## src/rtl/clk_div_multi.sv

```systemverilog
// clk_div_multi
// Multi-channel programmable clock/tick generator for the rover timing tree.
// Each channel runs a period counter on the system clock and produces a
// registered divided clock plus a one-cycle tick on the last cycle of every
// period. Period and high time are written into pending registers and only
// copied into the active registers at a period boundary (or while the channel
// is idle), so a live output never shows a runt pulse.
//
// Ports
//   clk          system clock, all logic on the rising edge
//   rst_n        asynchronous active-low reset
//   en           per-channel run enable
//   sync         synchronous global phase clear for every channel
//   cfg_we       config write strobe, one write per cycle
//   cfg_ch       target channel of the write (out-of-range writes are dropped)
//   cfg_sel      0 = period register, 1 = high-time register
//   cfg_data     value written
//   clk_out      divided clocks, registered
//   tick         one-cycle strobe on the last cycle of each period
//   cfg_pending  a written config is waiting for its period boundary
module clk_div_multi #(
  parameter int NUM_CH = 4,
  parameter int CNT_W = 32,
  parameter logic [CNT_W-1:0] DEF_PERIOD = CNT_W'(50000000),
  parameter logic [CNT_W-1:0] DEF_HIGH = CNT_W'(25000000),
  localparam int CH_W = (NUM_CH > 1) ? $clog2(NUM_CH) : 1
) (
  input  logic              clk,
  input  logic              rst_n,
  input  logic [NUM_CH-1:0] en,
  input  logic              sync,
  input  logic              cfg_we,
  input  logic [CH_W-1:0]   cfg_ch,
  input  logic              cfg_sel,
  input  logic [CNT_W-1:0]  cfg_data,
  output logic [NUM_CH-1:0] clk_out,
  output logic [NUM_CH-1:0] tick,
  output logic [NUM_CH-1:0] cfg_pending
);

  logic [CNT_W-1:0] cnt    [NUM_CH];
  logic [CNT_W-1:0] act_p  [NUM_CH];
  logic [CNT_W-1:0] act_h  [NUM_CH];
  logic [CNT_W-1:0] pend_p [NUM_CH];
  logic [CNT_W-1:0] pend_h [NUM_CH];
  logic [NUM_CH-1:0] pflag;

  logic [NUM_CH-1:0] halt;
  logic [NUM_CH-1:0] at_end;
  logic [NUM_CH-1:0] wr_hit;

  // A channel is idle when disabled, globally synced, or programmed with a
  // zero period. Idle channels hold cnt at 0 and may take pending config on
  // any edge. cfg_ch values at or above NUM_CH never match a channel index,
  // which is what drops out-of-range writes.
  always_comb begin
    halt   = '0;
    at_end = '0;
    wr_hit = '0;
    for (int c = 0; c < NUM_CH; c++) begin
      halt[c]   = !en[c] || sync || (act_p[c] == '0);
      at_end[c] = (cnt[c] == act_p[c] - CNT_W'(1));
      wr_hit[c] = cfg_we && (cfg_ch == CH_W'(c));
    end
  end

  assign cfg_pending = pflag;

  // Per-channel counter, outputs and config registers. The apply copies the
  // pending contents as they were before this edge; a write landing on the
  // same edge is assigned afterwards, so it wins pflag and waits for the
  // next boundary.
  always_ff @(posedge clk or negedge rst_n) begin
    if (!rst_n) begin
      for (int c = 0; c < NUM_CH; c++) begin
        cnt[c]    <= '0;
        act_p[c]  <= DEF_PERIOD;
        act_h[c]  <= DEF_HIGH;
        pend_p[c] <= DEF_PERIOD;
        pend_h[c] <= DEF_HIGH;
      end
      pflag   <= '0;
      clk_out <= '0;
      tick    <= '0;
    end else begin
      for (int c = 0; c < NUM_CH; c++) begin
        if (halt[c]) begin
          cnt[c]     <= '0;
          clk_out[c] <= 1'b0;
          tick[c]    <= 1'b0;
        end else begin
          clk_out[c] <= (cnt[c] < act_h[c]);
          tick[c]    <= at_end[c];
          cnt[c]     <= at_end[c] ? '0 : cnt[c] + CNT_W'(1);
        end

        if ((halt[c] || at_end[c]) && pflag[c]) begin
          act_p[c] <= pend_p[c];
          act_h[c] <= pend_h[c];
          pflag[c] <= 1'b0;
        end

        if (wr_hit[c]) begin
          if (cfg_sel) begin
            pend_h[c] <= cfg_data;
          end else begin
            pend_p[c] <= cfg_data;
          end
          pflag[c] <= 1'b1;
        end
      end
    end
  end

endmodule

```

## config.mk

```make
export PLATFORM = sky130hd
export DESIGN_NAME = clk_div_multi
export DESIGN_NICKNAME = d
export VERILOG_FILES = /design/src/rtl/clk_div_multi.sv
export SDC_FILE = /design/constraint.sdc
export NUM_CORES = 1
export LEC_CHECK = 0
export ABC_AREA = 1
export CORE_UTILIZATION = 45
export CTS_CLUSTER_DIAMETER = 50
export DETAILED_ROUTE_END_ITERATION = 8
export HOLD_SLACK_MARGIN = 0.06
export SLEW_MARGIN = 15
export SYNTH_ARGS = -nofsm -noshare
export SYNTH_HDL_FRONTEND = slang
export SYNTH_SLANG_ARGS = --single-unit
```

## constraint.sdc

```tcl
create_clock -name clk -period 6.9 [get_ports clk]
set_input_delay 1.38 -clock clk [delete_from_list [all_inputs] [get_ports clk]]
set_output_delay 1.38 -clock clk [all_outputs]
set_load 0.01 [all_outputs]
```

==> results.cfg <==
[status]
status = complete, but fails checks
violations = DRC

[cells_and_area]
finalInstanceArea_sq_um = 40080
layout_commonest_cell = nand2_1
fin_nets = 4684
fillers = 7743
stdcell_count = 5643
layout_common_cells = nand2_1 (1379), nor2_1 (498), dfrtp_1 (456), inv_1 (419), nand3_1 (300)
area_growth_pct = 11.78
layout-drive-gt1-share_pct = 12.22

[logic_synthesis]
synth-seq-area-share_pct = 46.17
yosys_warnings = 0
ys_types = 54
synth-seq-cells = 652
async_reset_ff_share_pct = 100.0
synth_top_family_by_area = simple AND/OR/NAND/NOR gates
synthSimpleGateAreaFrac_pct = 30.85
synth_compound_area_share_pct = 6.777
syn_area_sq_um = 35860
avgSynthCellArea_sq_um = 7.977
ys.flop_type = dfrtp_1
synthMuxAreaShare_pct = 0
synth-xor-area-share_pct = 4.557
synth_fa_ha_area_share_pct = 4.606
synthCells = 4495
syn-num-nets = 4670
synth_edf_count = 0

[min_path]
whs_endpoint = act_h[109]
min_from = act_h[109]
whs_path_depth = 2
holdCritPathClass = reg2reg

[cts]
post_cts_buffers = 0
root_buffer = clkbuf_16
htree_levels = 3
cts_tree = yes
clock_latency_ns = 0.64
cts_buffers = 87
hold_buffers = 0
cts.sinks = 652
postCtsResizedCells = 0
cts_buffer_depth = 3
path_clk_slew_ns = 0.06

[timing]
rsz0062_at_grt = false
drv_slew = 0
period_share_pct = 61.06
finalSetupViolCount = 0
hold_violations = 0
skew_ns = 0.02086
slew_headroom_pct = 24.67
tns_ns = 0
fmax_mhz = 237.3
min_period_ns = 4.213
worst_pin_slew_ns = 1.121

[worst_setup_path]
timing.rr.end = act_h[113]
max_stage_delay_ns = 0.64
cp-end-kind = flop
crit_buf_inv = 3
path_max_fanout = 41
critPathTopFamily = simple AND/OR/NAND/NOR gates
r2r_setup_slack_ns = 2.88
slowest_stage = nand2_2
crit_chain = clkdlybuf4s50_1 -> inv_1 -> nand2_1 -> a31oi_2 -> nand2_4 -> nand2_2 -> buf_4 -> nand2_1 -> nand2_1
rr_worst_depth = 20
start_kind = input pin
cp.arrival_ns = 4.78
crit_type = in2reg
path_common_cell = nand2_1
cp_data_required_time_ns = 7.47
timing.rr.start = act_p[96]

[power]
power.clock.fraction_pct = 36.2
p_per_area_nw_per_um2 = 321.3
p_leak_nw = 18.93
p_sw_share_pct = 33.62
seqPwrFrac_pct = 41.5
p_comb_share_pct = 22.3
p_int_w = 0.008549
p_switching_w = 0.004329
total_power_w = 0.01288
peakVddDrop_mv = 0.2219

[placed_design]
placed_area_sq_um = 37050
port_buffers = 54
dp_cells = 5470
place_hpwl_mm = 66.39
place.gp.congestion = 0.9192

[die]
ios = 55
dieArea_sq_um = 80810
dieHeight_um = 284.3
rows = 103
initial_core_util_pct = 45.46
die_x_um = 284.3
core_sq_um = 78870

[route]
vias_per_cell = 5.072
firstDrtPassIters = 8
drc = 4
drtIter0Drc = 2108
post_drt_wl_per_cell_um = 17.12
totalWireLength_mm = 96.61
num_vias = 28620
drtAntennaViolNets = 0

[grt]
antenna_found_initial = 6
grt_max_degree = 144
grt_overflow_total = 0
grt_pass1_vias = 27410
grt_use_total_pct = 24.30
grt_pass1_wl_mm = 155.8

[flow_run]
max_cap_violations = 0
[flip-flops by register name (all words and copies together), names as in the netlist]
name / cells
cnt: 128
pend_p: 128
pend_h: 128
act_h: 128
cfg_pending: 4
tick: 4
act_p: 128
clk_out: 4
[power by group through the flow]
| stage | combinational (W) | sequential (W) | clock, W |
|---|---|---|---|
| floorplan | 0.00223 | 0.00519 | 0 |
| global placement | 0.00283 | 0.00540 | 0 |
| detailed placement | 0.00288 | 0.00540 | 0 |
| CTS | 0.00289 | 0.00535 | 0.00475 |
| global route | 0.00336 | 0.00545 | 0.00490 |
| finish | 0.00287 | 0.00535 | 0.00466 |
[per-stage QoR]
step                      worst slack [ns]  util, %  hold WS [ns]
final                                2.687    50.82        0.4606
after global routing                 2.391    50.79        0.4706
after global placement               2.202    46.97        0.4496
after floorplan                      4.338        -        0.4419
after CTS                            2.710    50.78        0.4620
after detailed placement             2.057    46.97        0.4528
[worst max-delay path by stage]
stage / startpoint / endpoint / cells after the start / slack (ns)
final: sync / act_h[113] / 9 / 2.69
after floorplan: cfg_sel / pend_h[87] / 6 / 4.34
after global placement: sync / act_h[121] / 9 / 2.20
after detailed placement: sync / act_h[113] / 9 / 2.06
after CTS: sync / act_h[113] / 9 / 2.71
after global routing: sync / act_h[127] / 9 / 2.39
[tightest hold or removal path, stage by stage (launching register included)]
cell and delay (ns):
dfstp_2 0.37, nand2_1 0.05, nand2_1 0.04
[cell families after synthesis]
family,Yosys count
simple gates,2504
xor+xnor,185
buf+inv,580
flops,652
fa+ha+maj,132
compound gates,442
[cell usage after synthesis (47+ instances only)]
| cell type | instances | area, sq um |
|---|---|---|
| xnor2_1 | 56 | 490.5 |
| nand3_2 | 93 | 930.9 |
| inv_1 | 419 | 1573 |
| xor2_1 | 128 | 1121 |
| clkbuf_1 | 70 | 262.8 |
| dfstp_2 | 192 | 5045 |
| nand3_1 | 300 | 1501 |
| nor2_1 | 500 | 1877 |
| buf_2 | 47 | 235.2 |
| o21ai_0 | 237 | 1186 |
| nand2_1 | 1385 | 5199 |
| dfrtp_1 | 460 | 11510 |
| nand4_1 | 53 | 331.6 |
| ha_1 | 132 | 1652 |
| a21oi_1 | 118 | 590.6 |
[routing by layer]
layer / global-route usage [%] / vias up / share of wire, %
met5: 0 / - / 0
met4: 6.196 / 0 / 2.1
met3: 3.555 / 134 / 4.3
met2: 37.86 / 506 / 45
met1: 35.33 / 13570 / 48
li1: - / 14410 / -
[area by class of cell]
type,count,area (sq um),area share [%]
clock buffer,116,2459,6.134
multi-input combinational,3263,16820,41.96
sequential,652,16560,41.33
inverter,432,1622,4.046
tap,1050,1314,3.278
antenna,10,25.02,0.06244
clock inverter,47,541.8,1.352
timing repair buffer,73,738.2,1.842
Power figures use the tool's default switching activity.
